<file path="src/rtl/serial_adder_pkg.sv">
// Shared types and helpers for the bit-serial adder.
package serial_adder_pkg;

    typedef enum logic [1:0] {
        S_IDLE  = 2'd0,
        S_SHIFT = 2'd1,
        S_DONE  = 2'd2
    } state_t;

    // Counter must hold 0..WIDTH-1 without wrapping.
    function automatic int cnt_w(input int width);
        return (width < 2) ? 1 : $clog2(width + 1);
    endfunction

endpackage

</file>
<file path="src/rtl/serial_adder_fa_bit.sv">
// Combinational 1-bit full adder cell used by the serial adder.
module fa_bit (
    input  logic a,
    input  logic b,
    input  logic ci,
    output logic s,
    output logic cout
);

    assign s    = a ^ b ^ ci;
    assign cout = (a & b) | (a & ci) | (b & ci);

endmodule

</file>
<file path="src/rtl/serial_adder.sv">
// Bit-serial WIDTH-bit adder, LSB first, with valid/ready on both sides.
// Define SERIAL_ADD_OVF_EN to add the signed-overflow output ovf.
module serial_adder
    import serial_adder_pkg::*;
#(
    parameter int WIDTH = 8
) (
    input  logic             clk,
    input  logic             rst,
    input  logic             in_valid,
    output logic             in_ready,
    input  logic [WIDTH-1:0] a_in,
    input  logic [WIDTH-1:0] b_in,
    input  logic             ci_in,
    output logic             out_valid,
    input  logic             out_ready,
    output logic [WIDTH-1:0] sum,
    output logic             cout
`ifdef SERIAL_ADD_OVF_EN
    ,
    output logic             ovf
`endif
);

    localparam int               CNT_W    = cnt_w(WIDTH);
    localparam logic [CNT_W-1:0] LAST_CNT = CNT_W'(WIDTH - 1);

    state_t           state_q, state_d;
    logic [CNT_W-1:0] count_q, count_d;
    logic [WIDTH-1:0] a_q, a_d;
    logic [WIDTH-1:0] b_q, b_d;
    logic [WIDTH-1:0] sumsr_q, sumsr_d;
    logic [WIDTH-1:0] sumhold_q, sumhold_d;
    logic             carry_q, carry_d;
    logic             couthold_q, couthold_d;
    logic             fa_s, fa_c;
    logic [WIDTH-1:0] sumsr_shift;
`ifdef SERIAL_ADD_OVF_EN
    logic             ovf_q, ovf_d;
`endif

    fa_bit u_fa (
        .a    (a_q[0]),
        .b    (b_q[0]),
        .ci   (carry_q),
        .s    (fa_s),
        .cout (fa_c)
    );

    if (WIDTH == 1) begin : g_w1
        assign sumsr_shift = fa_s;
    end else begin : g_wn
        assign sumsr_shift = {fa_s, sumsr_q[WIDTH-1:1]};
    end

    always_comb begin
        state_d    = state_q;
        count_d    = count_q;
        a_d        = a_q;
        b_d        = b_q;
        sumsr_d    = sumsr_q;
        carry_d    = carry_q;
        sumhold_d  = sumhold_q;
        couthold_d = couthold_q;
`ifdef SERIAL_ADD_OVF_EN
        ovf_d      = ovf_q;
`endif
        in_ready   = 1'b0;
        out_valid  = 1'b0;

        unique case (state_q)
            S_IDLE: begin
                in_ready = 1'b1;
                if (in_valid) begin
                    a_d     = a_in;
                    b_d     = b_in;
                    carry_d = ci_in;
                    count_d = '0;
                    sumsr_d = '0;
                    state_d = S_SHIFT;
                end
            end
            S_SHIFT: begin
                a_d     = a_q >> 1;
                b_d     = b_q >> 1;
                sumsr_d = sumsr_shift;
                carry_d = fa_c;
                count_d = count_q + CNT_W'(1);
                // On the MSB, carry_q is the carry into the sign bit.
                if (count_q == LAST_CNT) begin
                    state_d = S_DONE;
`ifdef SERIAL_ADD_OVF_EN
                    ovf_d   = carry_q ^ fa_c;
`endif
                end
            end
            S_DONE: begin
                out_valid = 1'b1;
                if (out_ready) begin
                    sumhold_d  = sumsr_q;
                    couthold_d = carry_q;
                    state_d    = S_IDLE;
                end
            end
            default: state_d = S_IDLE;
        endcase
    end

    always_ff @(posedge clk) begin
        if (rst) begin
            state_q    <= S_IDLE;
            count_q    <= '0;
            a_q        <= '0;
            b_q        <= '0;
            sumsr_q    <= '0;
            carry_q    <= 1'b0;
            sumhold_q  <= '0;
            couthold_q <= 1'b0;
`ifdef SERIAL_ADD_OVF_EN
            ovf_q      <= 1'b0;
`endif
        end else begin
            state_q    <= state_d;
            count_q    <= count_d;
            a_q        <= a_d;
            b_q        <= b_d;
            sumsr_q    <= sumsr_d;
            carry_q    <= carry_d;
            sumhold_q  <= sumhold_d;
            couthold_q <= couthold_d;
`ifdef SERIAL_ADD_OVF_EN
            ovf_q      <= ovf_d;
`endif
        end
    end

    // Outside DONE the result outputs show the last delivered result.
    assign sum  = (state_q == S_DONE) ? sumsr_q : sumhold_q;
    assign cout = (state_q == S_DONE) ? carry_q : couthold_q;
`ifdef SERIAL_ADD_OVF_EN
    assign ovf  = ovf_q;
`endif

endmodule

</file>
<file path="config.mk">
export PLATFORM = sky130hd
export DESIGN_NAME = serial_adder
export DESIGN_NICKNAME = d
export VERILOG_FILES = /design/src/rtl/serial_adder_pkg.sv /design/src/rtl/serial_adder_fa_bit.sv /design/src/rtl/serial_adder.sv
export SDC_FILE = /design/constraint.sdc
export NUM_CORES = 1
export LEC_CHECK = 0
export ABC_AREA = 1
export CORE_MARGIN = 4
export CORE_UTILIZATION = 38
export DETAILED_ROUTE_END_ITERATION = 10
export GPL_TIMING_DRIVEN = 0
export PLACE_DENSITY = 0.69
export SYNTH_ARGS = -nofsm -noshare
export SYNTH_HDL_FRONTEND = slang
export SYNTH_SLANG_ARGS = --single-unit
</file>
<file path="constraint.sdc">
create_clock -name clk -period 1.7 [get_ports clk]
set_clock_uncertainty 0.05 [all_clocks]
set_input_delay 0.425 -clock clk [delete_from_list [all_inputs] [get_ports clk]]
set_output_delay 0.425 -clock clk [all_outputs]
set_load 0.02 [all_outputs]
</file>
==> flow_metrics.tcl, run 1 <==
set metrics [dict create \
    critical-path-max-stage-delay_ns 0.36 \
    drt-total-wl_um 4650 \
    die_w_um 78.1 \
    critPathMaxFanout 5 \
    post_synth_mux_area_share_pct 0 \
    timing.critical_path.from_type "register" \
    critical_path.reg2reg.endpoint "sumsr_q[4]" \
    synthesis.area_per_instance_sq_um 6.60 \
    mostFrequentLayoutCell "sky130_fd_sc_hd__nand2_1" \
    timing.reg2reg.setup_slack_ns 0.28 \
    drt-pass1-iter-count 4 \
    final_hold_viol_count 0 \
    cts.sinks 40 \
    routed_wirelength_normalized_by_instance_count_um 11.6 \
    drive_above_1_share_pct 19.5 \
    criticalPathCategory "reg2out" \
    worst_setup_path_startpoint "state_q[0]" \
    initial_core_util_pct 39.3 \
    timing_worst_slew_pin_value_ns 0.526 \
    multi_input_area_sq_um 942 \
    final.setup.worst_slack_ns -0.0917 \
    setup_repair_after_global_routing_missed_its_margin "yes" \
    post_synth_xor_area_fraction_pct 0 \
    viasPerCell 4.73 \
    crit_path_top_delay_cell "sky130_fd_sc_hd__dfxtp_4" \
    grt_first_pass_wirelength_um 7700 \
    gp_routability_congestion 0.808 \
    achievable-frequency_mhz 558 \
    regArea_sq_um 808 \
    worst_ir_drop_vdd_mv 0.488 \
    outcome "complete, but fails checks" \
    ctsHtreeMaxLevel 2 \
    synthDistinctLibCells 17 \
    report.final.slew_viol_count 0 \
    required_time_reported_for_the_critical_path_endpoint_ns 1.22 \
    worstHoldPathType "reg2reg" \
    max_slew_margin_pct 65.0 \
    numCtsBuffers 5 \
    synth_top_family_by_area "simple AND/OR/NAND/NOR gates" \
    leakage_nw 1.17 \
    cts-root-buf "sky130_fd_sc_hd__clkbuf_8" \
    min_delay_worst_endpoint "sumhold_q[7]" \
    synth_warnings 0 \
    min_delay_path_depth 2 \
    ctsHoldBuffers 0 \
    hold_ws_ns 0.411 \
    crit_path_cell_trace "buf_8 -> nor2_4 -> buf_6 -> nand2_1 -> nand2_1 -> buf_6" \
    synth_fp_nets 306 \
    grt_max_degree 13 \
    first_global_vias 1662 \
    mappedNetlistArea_sq_um 1870 \
    finalCritPeriodShare_pct 105 \
    timing.final.setup_violations 10 \
    coreArea_sq_um 4750 \
    count_of_port_buffers_added_during_placement 29 \
    total_power_w 0.00243 \
    cts_tree "yes" \
    antenna_cells_inserted 0 \
    worstSkewPairLatency_ns 0.30 \
    num-nets-final 356 \
    placement_row_count 25 \
    timing.reg2reg.worst_path_depth 7 \
    synthSimpleGateAreaFrac_pct 35.2 \
    drv_cap 0 \
    dp_slack_ns -0.498 \
    globalRoute.totalOverflow 0 \
    clock_tree.buffer_depth 2 \
    fin_crit_ns 1.79 \
    die_h_um 78.1 \
    place_hpwl_um 2980 \
    clkSlewWorstSetupHoldPaths_ns 0.08 \
    ys_ff_latch 40 \
    fp.dieArea_sq_um 6100 \
    gr-usage-all-layers_pct 15.7 \
    hold_path_startpoint "sumhold_q[7]" \
    arrival_ns 1.32 \
    drt_first_iter_violations 130 \
    areaGrowthSynthToFinish_pct 39.1 \
    endpoint_kind "primary output" \
    finish.utilization_pct 54.6 \
    layout.cells.most_common_list "sky130_fd_sc_hd__nand2_1 (79), sky130_fd_sc_hd__nand3_1 (42), sky130_fd_sc_hd__dfxtp_1 (38)" \
    ant_nets 0 \
    drt_drc_violations_left 0 \
    syn_inst 283 \
    power_density_nw_per_um2 938 \
    filler_cell_count 468 \
    antenna_violations_before_repair 0 \
    worst_flop_to_flop_path_startpoint "state_q[0]" \
    synthAdderAreaFrac_pct 1.74 \
    num_vias 1898 \
    synth-compound-area-share_pct 10.7 \
    failed_checks "negative setup slack" \
    ios 32 \
    ys_seq_area_share_pct 42.9 \
]
## power breakdown
group	switching [W]	leakage, nW	internal (W)
Combinational	0.000305	0.781	0.000256
Sequential	0.0000336	0.327	0.000987
Clock	0.000335	0.0645	0.000518
Total	0.000674	1.17	0.00176
## cell families (layout without fill, tap and decap cells)
kind of cell	count (synthesis)	after routing
flops	40	40
simple gates	159	159
buf+inv	43	94
compound gates	39	39
fa+ha+maj	2	2
## how the worst max path moves through the flow
stage	to	depth (start not counted)
after detailed placement	cout	6
after global routing	sum[2]	6
after floorplan	cout	4
after CTS	cout	6
after global placement	cout	6
final	sum[2]	6
## metrics by stage
stage                     setup TNS (ns)  instances  cell area, sq um
final                             -0.758        401              2600
after global routing               -1.37        401              2600
after CTS                         -0.669        393              2510
after detailed placement           -4.94        379              2240
after global placement             -4.76        379              2240
after floorplan                        0        283              1870
## cell type report
type | count | area share (%)
clock buffer | 7 | 3.71
clock inverter | 1 | 1.16
tap | 67 | 3.23
buffer | 18 | 4.48
inverter | 25 | 3.61
timing repair buffer | 43 | 16.4
multi-input combinational | 200 | 36.3
sequential | 40 | 31.1
## routing by layer
metal  global-route usage, %  routed length, um  up-vias
met5                       0                  0        -
met4                    6.64                 82        0
met3                    3.78                250        8
met2                    24.9               2190       50
met1                    20.5               2130      846
li1                        -                  -      994
## sequential cells by signal, indices dropped and copies added (netlist names)
name / flops
a_q: 8
b_q: 8
sumhold_q: 8
sumsr_q: 8
count_q: 4
state_q: 2
carry_q: 1
couthold_q: 1
## Yosys cell counts
library cell               number  area, sq um
sky130_fd_sc_hd__nand2_1       90          338
sky130_fd_sc_hd__ha_1           1         12.5
sky130_fd_sc_hd__o21ai_2        1         8.76
sky130_fd_sc_hd__clkbuf_1       5         18.8
sky130_fd_sc_hd__inv_2          2         7.51
sky130_fd_sc_hd__buf_4          1         7.51
sky130_fd_sc_hd__buf_2         10         50.1
sky130_fd_sc_hd__dfxtp_1       40          801
sky130_fd_sc_hd__nor2_2         2         12.5
sky130_fd_sc_hd__inv_1         23         86.3
sky130_fd_sc_hd__nor2_1        24         90.1
sky130_fd_sc_hd__buf_1          2         7.51
sky130_fd_sc_hd__nand3_1       42          210
sky130_fd_sc_hd__a21oi_1       26          130
sky130_fd_sc_hd__or2_1          1         6.26
sky130_fd_sc_hd__fa_1           1         20.0
sky130_fd_sc_hd__o21ai_0       12         60.1
## what timing repair did
| action | CTS | global route |
|---|---|---|
| setup endpoints to repair | 11 | 12 |
| endpoints found under the hold margin | 0 | 0 |
| resized for setup | 95 | 10 |
| pin swaps | 2 | 0 |
| gates cloned | 1 | 0 |
| setup buffers | 5 | 8 |
## worst max-delay path: cells and delay by family, from the launching register on
| kind | cells | cell delay [ns] |
|---|---|---|
| AND/OR/NAND/NOR | 3 | 0.27 |
| flip-flops | 1 | 0.36 |
| buffers and inverters | 3 | 0.39 |
No activity file was read; power rests on OpenSTA's default activity.
==> run 2, diff against run 1 <==
--- a/config.mk
+++ b/config.mk
@@ -5,7 +5,6 @@
 export SDC_FILE = /design/constraint.sdc
 export NUM_CORES = 1
 export LEC_CHECK = 0
-export ABC_AREA = 1
 export CORE_MARGIN = 4
 export CORE_UTILIZATION = 38
 export DETAILED_ROUTE_END_ITERATION = 10
@@ -14,3 +13,4 @@
 export SYNTH_ARGS = -nofsm -noshare
 export SYNTH_HDL_FRONTEND = slang
 export SYNTH_SLANG_ARGS = --single-unit
+export TNS_END_PERCENT = 20
==> run 2 against run 1 <==
The run still ends with negative setup slack left; cell count shrank 29%; design area down 9.9%; combinational power is 56% lower; critical endpoint is now sum[3]; register-to-register slack got worse by 0.03 ns; die area down 2.9%; area after synthesis down 3.2%; critical path depth down 2; sequential share of layout area up 3.3 points; sequential power barely moved; largest cell class unchanged; via count shrank 19%; total power down 25%; critical path type unchanged; maximum frequency shrank 4.5%.
==> flow_metrics.tcl, run 2 <==
set metrics [dict create \
    ios 32 \
    fraction_of_synthesized_cell_area_taken_by_the_top_area_cell_type_pct 44.3 \
    synthesis.area_per_instance_sq_um 9.36 \
    mappedNetlistArea_sq_um 1810 \
    viasPerCell 5.42 \
    timing.critical_path.from_type "register" \
    clkSlewWorstSetupHoldPaths_ns 0.07 \
    synthArstFlopShare_pct 0 \
    outcome "complete, but fails checks" \
    ys_seq_area_share_pct 44.3 \
    edff_count_synth 0 \
    gp_routability_congestion 0.804 \
    required_time_reported_for_the_critical_path_endpoint_ns 1.22 \
    num-nets-final 256 \
    multi_input_area_sq_um 915 \
    ant_nets 0 \
    setup_tns_ns -1.60 \
    post-synth-top-count-cell "sky130_fd_sc_hd__dfxtp_1" \
    leakage_nw 0.892 \
    ctsHtreeMaxLevel 2 \
    final.setup.worst_slack_ns -0.175 \
    post-synth-top-area-cell "sky130_fd_sc_hd__dfxtp_1" \
    drt_drc_violations_left 0 \
    criticalPathCategory "reg2out" \
    final_hold_viol_count 0 \
    arrival_ns 1.40 \
    timing_worst_slew_pin_value_ns 0.560 \
    worstHoldPathType "reg2reg" \
    syn_inst 193 \
    fin_crit_ns 1.88 \
    hold_ws_ns 0.410 \
    critPathMaxFanout 5 \
    numPlacedInstances 274 \
    detailed_place.area_sq_um 2160 \
    drt-pass1-iter-count 4 \
    globalRoute.totalOverflow 0 \
    cts-root-buf "sky130_fd_sc_hd__clkbuf_8" \
    antenna_violations_before_repair 0 \
    place_hpwl_um 2900 \
    die_h_um 77.0 \
    coreArea_sq_um 4470 \
    achievable-frequency_mhz 533 \
    initial_core_util_pct 40.4 \
    synth_fp_nets 216 \
    mostFrequentLayoutCell "sky130_fd_sc_hd__dfxtp_1" \
    worst_ir_drop_vdd_mv 0.453 \
    synth.area.top_cells "sky130_fd_sc_hd__dfxtp_1 (44%), sky130_fd_sc_hd__nor2_1 (7.1%), sky130_fd_sc_hd__a211oi_1 (5.8%)" \
    num_vias 1535 \
    ys_ff_latch 40 \
    endpoint_kind "primary output" \
    first_global_vias 1438 \
    fp.dieArea_sq_um 5920 \
    most_frequent_cells_after_synthesis "sky130_fd_sc_hd__dfxtp_1 (40), sky130_fd_sc_hd__nor2_1 (34), sky130_fd_sc_hd__a211oi_1 (14)" \
    drt-total-wl_um 4310 \
    gr-usage-all-layers_pct 15.1 \
    timing.final.setup_violations 10 \
    max_slew_margin_pct 62.6 \
    grt_max_degree 11 \
    finalInstanceArea_sq_um 2340 \
    areaGrowthSynthToFinish_pct 29.4 \
    routed_wirelength_normalized_by_instance_count_um 15.2 \
    regArea_sq_um 806 \
    layout.cells.most_common_list "sky130_fd_sc_hd__dfxtp_1 (38), sky130_fd_sc_hd__nor2_1 (33), sky130_fd_sc_hd__clkdlybuf4s50_1 (18)" \
    antenna_cells_inserted 0 \
    worstSkewPairLatency_ns 0.29 \
    report.final.slew_viol_count 0 \
    setup_repair_after_global_routing_missed_its_margin "yes" \
    numCtsBuffers 5 \
    total_power_w 0.00182 \
    drt_first_iter_violations 198 \
    clock_tree.buffer_depth 2 \
    power_density_nw_per_um2 776 \
    placement_row_count 24 \
    count_of_port_buffers_added_during_placement 29 \
    filler_cell_count 413 \
    cts_tree "yes" \
    die_w_um 77.0 \
    post_layout_nonfiller_instances 283 \
    finalCritPeriodShare_pct 110 \
    drive_above_1_share_pct 22.1 \
    grt_first_pass_wirelength_um 7130 \
    drv_cap 0 \
    cts.sinks 40 \
    synth_warnings 0 \
    synth_top_flop_cell "sky130_fd_sc_hd__dfxtp_1" \
    failed_checks "negative setup slack" \
    synthDistinctLibCells 36 \
]
run 2: path summary, 6_finish.rpt:
path                 from            to  slack (ns)  cells after the start
max            state_q[0]        sum[3]       -0.18                      4
min          sumhold_q[1]  sumhold_q[1]        0.41                      2
max reg2reg    state_q[0]        a_q[4]        0.25                      6
min reg2reg  sumhold_q[1]  sumhold_q[1]        0.41                      2
run 2: layer usage:
metal  global-route usage (%)  vias to the layer above  share of wire (%)
met5                        0                        -                  0
met4                     5.98                        0                1.5
met3                     3.86                        5                3.9
met2                     22.1                       29                 46
met1                     21.2                      730                 48
li1                         -                      771                  -
run 2: final cells by class:
class	count	share of cell area, %
clock buffers	5	2.94
multi-input cells	131	39.1
flip-flops and latches	40	34.5
plain buffers	14	4.07
inverters	6	0.963
repair buffers	35	15.7
well taps	52	2.78
run 2: cells by family after synthesis:
group	Yosys count	share of synthesized area, %
simple gates	63	16.7
flops	40	44.3
mux	11	6.72
buf+inv	22	7.34
fa+ha+maj	2	1.80
compound gates	55	23.1
run 2: power breakdown:
group | switching (W) | internal, W | total, W
sequential | 0.0000237 | 0.000978 | 0.00100
clock | 0.000303 | 0.000265 | 0.000568
combinational | 0.000124 | 0.000122 | 0.000246
total | 0.000451 | 0.00136 | 0.00182
run 2: worst max-delay path, cell delays in order, from the launching register on:
cell                        delay (ns)
sky130_fd_sc_hd__dfxtp_4          0.36
sky130_fd_sc_hd__nor2b_4          0.16
sky130_fd_sc_hd__clkbuf_16        0.17
sky130_fd_sc_hd__mux2_4           0.30
sky130_fd_sc_hd__buf_6            0.13
run 2: what timing repair did:
action / 4_1_cts / 5_1_grt
setup endpoints to repair: 11 / 11
setup buffers: 3 / 2
pin swaps: 0 / 0
cloned: 1 / 0
hold buffers: 0 / 0
gates resized for setup: 72 / 12
run 2: per-stage QoR:
step,worst slack (ns),utilization (%)
after floorplan,0.154,-
after global placement,-0.399,48.3
after detailed placement,-0.416,48.3
after CTS,-0.293,51.6
after global routing,-0.224,52.3
final,-0.175,52.3
==> run 3, diff against run 2 <==
--- a/config.mk
+++ b/config.mk
@@ -5,6 +5,7 @@
 export SDC_FILE = /design/constraint.sdc
 export NUM_CORES = 1
 export LEC_CHECK = 0
+export CAP_MARGIN = 20
 export CORE_MARGIN = 4
 export CORE_UTILIZATION = 38
 export DETAILED_ROUTE_END_ITERATION = 10
==> results of run 3 <==
No change in the layout: final DEF, timing and power equal those of run 2.
